<file path="src/rtl/load_unit_ctrl.sv">
// Load unit controller.
// Takes a load request from execute, issues a word-aligned read to data
// memory over a req/ack handshake, then extracts and extends the addressed
// byte, half or word into a registered result for the writeback mux.
// Misaligned or illegal-size requests and memory timeouts are each flagged
// with a one-cycle pulse.
module load_unit_ctrl #(
  parameter int unsigned TIMEOUT_CYCLES = 255,
  parameter int unsigned CNT_W          = 8
) (
  input  logic        clk_in,
  input  logic        rst_in,
  input  logic        load_req_in,
  input  logic [1:0]  load_size_in,
  input  logic        load_unsigned_in,
  input  logic [31:0] addr_in,
  output logic        dmem_req_out,
  output logic [31:0] dmem_addr_out,
  input  logic        dmem_ack_in,
  input  logic [31:0] dmem_rdata_in,
  output logic [31:0] lu_output_out,
  output logic        lu_valid_out,
  output logic        stall_out,
  output logic        misaligned_out,
  output logic        timeout_out
);

  typedef enum logic [1:0] {
    S_IDLE,
    S_WAIT,
    S_DONE,
    S_ERR
  } state_t;

  localparam logic [1:0] SZ_BYTE = 2'b00;
  localparam logic [1:0] SZ_HALF = 2'b01;
  localparam logic [1:0] SZ_WORD = 2'b10;

  state_t           r_state;
  state_t           w_next;
  logic [CNT_W-1:0] r_cnt;
  logic [31:0]      r_addr;
  logic [1:0]       r_size;
  logic             r_unsigned;
  logic [31:0]      r_lu;
  logic             r_timeout;

  logic             w_can_accept;
  logic             w_misaligned;
  logic             w_accept;
  logic             w_trap;
  logic             w_limit;
  logic             w_ack_hit;
  logic             w_timeout_hit;
  logic [7:0]       w_byte;
  logic [15:0]      w_half;
  logic [31:0]      w_extracted;

  // Request qualification: DONE accepts new requests exactly like IDLE.
  always_comb begin
    w_can_accept = (r_state == S_IDLE) || (r_state == S_DONE);
    unique case (load_size_in)
      SZ_BYTE: w_misaligned = 1'b0;
      SZ_HALF: w_misaligned = addr_in[0];
      SZ_WORD: w_misaligned = (addr_in[1:0] != 2'b00);
      default: w_misaligned = 1'b1;
    endcase
    w_accept      = w_can_accept && load_req_in && !w_misaligned;
    w_trap        = w_can_accept && load_req_in &&  w_misaligned;
    w_limit       = (r_cnt == CNT_W'(TIMEOUT_CYCLES - 1));
    // An ack on the limit cycle wins over the timeout.
    w_ack_hit     = (r_state == S_WAIT) && dmem_ack_in;
    w_timeout_hit = (r_state == S_WAIT) && !dmem_ack_in && w_limit;
  end

  // Next-state logic for the access sequencer.
  always_comb begin
    // NOTE: every combinational output gets a default first so no path leaves it unassigned and infers a latch.
    w_next = r_state;
    unique case (r_state)
      S_IDLE, S_DONE: begin
        if (w_accept)    w_next = S_WAIT;
        else if (w_trap) w_next = S_ERR;
        else             w_next = S_IDLE;
      end
      S_WAIT: begin
        if (w_ack_hit)          w_next = S_DONE;
        else if (w_timeout_hit) w_next = S_IDLE;
        else                    w_next = S_WAIT;
      end
      S_ERR:   w_next = S_IDLE;
      default: w_next = S_IDLE;
    endcase
  end

  // State register; reset aborts any outstanding access.
  always_ff @(posedge clk_in) begin
    // NOTE: state uses non-blocking assignments and a synchronous reset sampled at the clock edge.
    if (!rst_in) r_state <= S_IDLE;
    else         r_state <= w_next;
  end

  // Byte/half selection from the latched address, then sign or zero extension.
  always_comb begin
    unique case (r_addr[1:0])
      2'd0:    w_byte = dmem_rdata_in[7:0];
      2'd1:    w_byte = dmem_rdata_in[15:8];
      2'd2:    w_byte = dmem_rdata_in[23:16];
      default: w_byte = dmem_rdata_in[31:24];
    endcase
    w_half = r_addr[1] ? dmem_rdata_in[31:16] : dmem_rdata_in[15:0];
    unique case (r_size)
      SZ_BYTE: w_extracted = {{24{w_byte[7]  && !r_unsigned}}, w_byte};
      SZ_HALF: w_extracted = {{16{w_half[15] && !r_unsigned}}, w_half};
      default: w_extracted = dmem_rdata_in;
    endcase
  end

  // Latched request fields, timeout counter, result and timeout pulse.
  always_ff @(posedge clk_in) begin
    if (!rst_in) begin
      r_addr     <= '0;
      r_size     <= '0;
      r_unsigned <= 1'b0;
      r_cnt      <= '0;
      r_lu       <= '0;
      r_timeout  <= 1'b0;
    end else begin
      if (w_accept) begin
        r_addr     <= addr_in;
        r_size     <= load_size_in;
        r_unsigned <= load_unsigned_in;
        r_cnt      <= '0;
      end else if ((r_state == S_WAIT) && !dmem_ack_in && !w_limit) begin
        r_cnt <= r_cnt + CNT_W'(1);
      end

      if (w_ack_hit)          r_lu <= w_extracted;
      else if (w_timeout_hit) r_lu <= '0;

      r_timeout <= w_timeout_hit;
    end
  end

  assign dmem_req_out   = (r_state == S_WAIT);
  assign dmem_addr_out  = {r_addr[31:2], 2'b00};
  assign lu_output_out  = r_lu;
  assign lu_valid_out   = (r_state == S_DONE);
  assign misaligned_out = (r_state == S_ERR);
  assign timeout_out    = r_timeout;
  // Misaligned requests do not stall; the trap path handles them.
  assign stall_out      = (r_state == S_WAIT) || w_accept;

endmodule

</file>
<file path="config.mk">
export PLATFORM = sky130hd
export DESIGN_NAME = load_unit_ctrl
export DESIGN_NICKNAME = d
export VERILOG_FILES = /design/src/rtl/load_unit_ctrl.sv
export SDC_FILE = /design/constraint.sdc
export NUM_CORES = 1
export LEC_CHECK = 0
export CAP_MARGIN = 20
export CORE_ASPECT_RATIO = 0.5
export CORE_MARGIN = 2
export CORE_UTILIZATION = 45
export DETAILED_ROUTE_END_ITERATION = 10
export PLACE_DENSITY = 0.8
export SLEW_MARGIN = 20
export SYNTH_ARGS = -nofsm -noshare
export SYNTH_HDL_FRONTEND = slang
export SYNTH_SLANG_ARGS = --single-unit
</file>
<file path="constraint.sdc">
create_clock -name clk_in -period 2.2 [get_ports clk_in]
set_input_delay 0.44 -clock clk_in [delete_from_list [all_inputs] [get_ports clk_in]]
set_output_delay 0.44 -clock clk_in [all_outputs]
set_load 0.005 [all_outputs]
</file>
==> reports/summary.md <==
The run gives 371 uV as the largest voltage drop on the vdd net. The tools report the floorplan core area as 8200 sq um. The detailed router finished its first iteration with 228 violations. In the final layout, flip-flops and latches occupy 1560 sq um. Once placement finished, the instance area stood at 5250 sq um. The total power density per cell area works out to 662 nW/um^2. The largest individual stage delay along the critical path comes from the cell sky130_fd_sc_hd__clkdlybuf4s50_1. The number of clock buffers added by TritonCTS is 9. Once detailed placement completed, the half-perimeter wirelength came to 7110 microns.

The width of the die is 136 microns, and the adder-cell share of the synthesized area is 0.00640. The number of failing setup endpoints in the final timing report is 0, and the final weighted congestion in routability-driven placement is 0.804. For the pin with the worst max-slew slack, the measured transition is 597 ps.

Wires add up to 9860 microns. The fraction of final layout cells sized beyond drive strength 1 works out to 0.134. The library cells used most frequently in the layout, excluding fill and tap cells, are sky130_fd_sc_hd__clkdlybuf4s50_1 (135), sky130_fd_sc_hd__dfxtp_1 (78), sky130_fd_sc_hd__nand2_1 (70).

The routed length per instance works out to 15.1 microns. The number of synthesized flops with an enable pin is 0. Among all flip-flop cells after synthesis, the most frequent one is sky130_fd_sc_hd__dfxtp_1. The detailed router placed 3388 vias in this run.

Initial core utilization: 0.477. Across the run, the number of max-cap violations was 0. The worst setup skew after layout is 9.66 ps, and the via count of the first global-routing pass is 3219. During I/O placement, the number of pins put on the boundary was 140. The average cell area after synthesis was 9.20 sq um. For this run, design rule violations remaining after detail routing come to 0. Flop and latch count out of synthesis: 78. After synthesis, the largest family of logic cells by area is compound AO/OA/AOI/OAI gates. TritonCTS built the clock tree.

The run finished with clean final reports. The most common library cell in the layout ignoring fill and taps is sky130_fd_sc_hd__clkdlybuf4s50_1. Setup repair after global routing left no endpoint under its margin. The all-layer global routing usage was 0.205; the XOR/XNOR share of the synthesized area was 0.0112.

Synthesis produced a netlist whose cell count is 425. The share of flip-flops with an asynchronous set or reset after synthesis came out at 0. For the worst-skew pair, the clock arrives at the later sink with an insertion delay of 330 ps.

Walking the worst path, the cells encountered are clkdlybuf4s50_1, o21a_1, nor2_2, o21ai_1, nand2b_1, dlygate4sd2_1. The number of distinct standard cells referenced by the synthesized netlist is 52, and the layout-stage area growth over the synthesis result is 42.4%. For the sequential-to-total area share from yosys stat, the log shows 0.399. The number of failing hold endpoints at the final stage is 0, and the number of antenna violations at the first check in global routing is 0. From bottom edge to top edge, the die measures 69.9 microns. The count of fill cells added during filler insertion was 683.

The tightest min-delay check is of the in -> reg type. The longest clock path from root to sink contains 2 buffers. The logs give 1650 ps for the arrival time at the worst endpoint and 3910 sq um for the netlist area before placement. STA classifies the critical path startpoint as an input pin. Summing all multi-input logic gate instances after layout gives 1930 sq um. The peak fanout along the critical path works out to 3. Yosys attributes the largest share of cell area to sky130_fd_sc_hd__dfxtp_1 (40%), sky130_fd_sc_hd__mux2i_1 (8.4%), sky130_fd_sc_hd__nand2_1 (6.7%), sky130_fd_sc_hd__buf_4 (6.1%), sky130_fd_sc_hd__a221o_2 (4.6%). Port buffering added 137 buffers. The tools report the detailed-router iteration count before antenna repair as 5. The number of nets in the layout was 607. Summed over all instances, the cell type with the most area after synthesis is sky130_fd_sc_hd__dfxtp_1. Static timing analysis puts the maximum clock frequency at 479 MHz. The type of the setup path with the least slack is in -> out.

Family with the most delay on the worst path: buffers and inverters. The pin count of the biggest net entering global routing was 64. The first global-routing pass estimated 15600 microns of wire. The compound-gate portion of the synthesized area came out at 0.187. The relative max-transition margin was 0.602. Counting every sink on the clock net gives 78. The leakage power is 2.07 nW. The floorplan has 23 rows. The clock period minus final worst setup slack was 2090 ps; the portion of synthesized cell area occupied by the leading cell type was 0.399.

The kind of capture point of the worst setup path is a primary output. Dividing the detail-routed via count by the number of cells gives 5.20. The count of nets left with antenna violations once routing finished came out at 0. After clock tree synthesis, the clock-pin slew on the worst setup and hold paths is 60 ps.

Yosys synthesis warning count: 0. The post-route standard cell area excluding fillers was 5570 sq um; the maximum level of the CTS H-tree was 3. Clock tree root driver cell: sky130_fd_sc_hd__clkbuf_16. Once placement completed, the tool counted placed cells totaling 635.

For this run, the slowest stage of the critical path takes 510 ps. Global routing finished with a remaining overflow of 0. Share of synthesized area spent on multiplexers: 0.108.

The simple-gate area share of the yosys netlist is 0.178, and the antenna cell count is 0. The die covers 9500 sq um. The finished layout holds 651 standard cells, fillers aside. The post-route clock period utilization is 0.949. The max-slew violation count is 0.

Together, buffers and inverters on the worst path number 2. Required time of the worst setup path: 1760 ps.
==> registers in the layout (all words and copies together) (netlist names) <==
signal / cells
lu_output_out: 32
r_addr: 32
r_cnt: 8
r_size: 2
r_state: 2
r_unsigned: 1
timeout_out: 1
==> cells by family (layout without fill, tap and decap cells) <==
logic type	count (synthesis)	after routing
DFF	78	78
AOI/OAI and AO/OA	94	94
adders and majority gates	2	2
other	1	2
xor gates and xnor gates	5	5
muxes	41	41
buffers and inverters	68	181
and+or+nand+nor	136	136
==> cell type report <==
class                           instances  area share
Multi-Input combinational cell        280       0.347
Clock inverter                          6      0.0151
Timing Repair Buffer                  161       0.289
Tap cell                              112      0.0252
Sequential cell                        78       0.281
Inverter                                4     0.00270
Clock buffer                           10      0.0411
==> per-layer routing <==
| layer | wire (microns) | up-vias | global-route usage |
|---|---|---|---|
| li1 | - | 1707 | - |
| met1 | 4250 | 1558 | 0.253 |
| met2 | 4730 | 113 | 0.350 |
| met3 | 767 | 10 | 0.0581 |
| met4 | 108 | 0 | 0.0579 |
| met5 | 0 | - | 0 |
==> tightest hold or removal path: stages <==
cell                      delay (ps)
sky130_fd_sc_hd__buf_2           160
sky130_fd_sc_hd__nand2_1          80
sky130_fd_sc_hd__mux2i_1          60
==> per-stage QoR <==
| step | TNS [ps] | utilization | power [W] | hold slack (ps) | setup WS, ps |
|---|---|---|---|---|---|
| floorplan | 0 | - | 0.00184 | 435 | 452 |
| global placement | -104 | 0.640 | 0.00214 | 442 | -104 |
| detailed placement | -128 | 0.640 | 0.00215 | 448 | -128 |
| CTS | 0 | 0.679 | 0.00371 | 437 | 120 |
| global route | 0 | 0.679 | 0.00384 | 453 | 57.2 |
| finish | 0 | 0.679 | 0.00368 | 446 | 112 |
==> where the power goes <==
part           total (W)  internal (W)  switching (W)
sequential       0.00152       0.00148      0.0000444
clock            0.00156      0.000991       0.000573
combinational   0.000596      0.000358       0.000238
==> what timing repair did <==
action / 4_1_cts / 5_1_grt
setup endpoints to repair: 1 / 0
buffers inserted: 0 / 0
gates resized for setup: 3 / 0
hold buffers: 0 / 0
==> path summary, 6_finish.rpt <==
path	from	endpoint	slack [ps]	cells after the start
hold / removal	rst_in	r_addr[1]$_SDFFE_PN0P_	450	3
hold reg to reg	r_addr[18]$_SDFFE_PN0P_	r_addr[18]$_SDFFE_PN0P_	460	2
setup / recovery	load_size_in[1]	stall_out	110	6
setup reg to reg	r_addr[1]$_SDFFE_PN0P_	lu_output_out[0]$_SDFFE_PN0P_	250	4
==> Yosys cell counts, drive strengths merged, types with 2 or more instances <==
cell / instances
inv: 3
o2bb2ai: 8
xnor2: 2
buf: 43
nand4: 2
o21ai: 21
and3b: 7
o21a: 3
ha: 2
a2111oi: 2
a31oi: 3
and3: 3
dfxtp: 78
mux2i: 33
a221o: 16
or3: 10
and2: 2
mux2: 8
nand2: 70
nor2: 5
nand2b: 11
nand3: 6
o211ai: 2
clkbuf: 21
a21oi: 19
xor2: 3
nor4: 2
a211o: 7
nor2b: 5
a32o: 7
nor3: 6
Note: power is estimated with default switching activity, not from simulation.
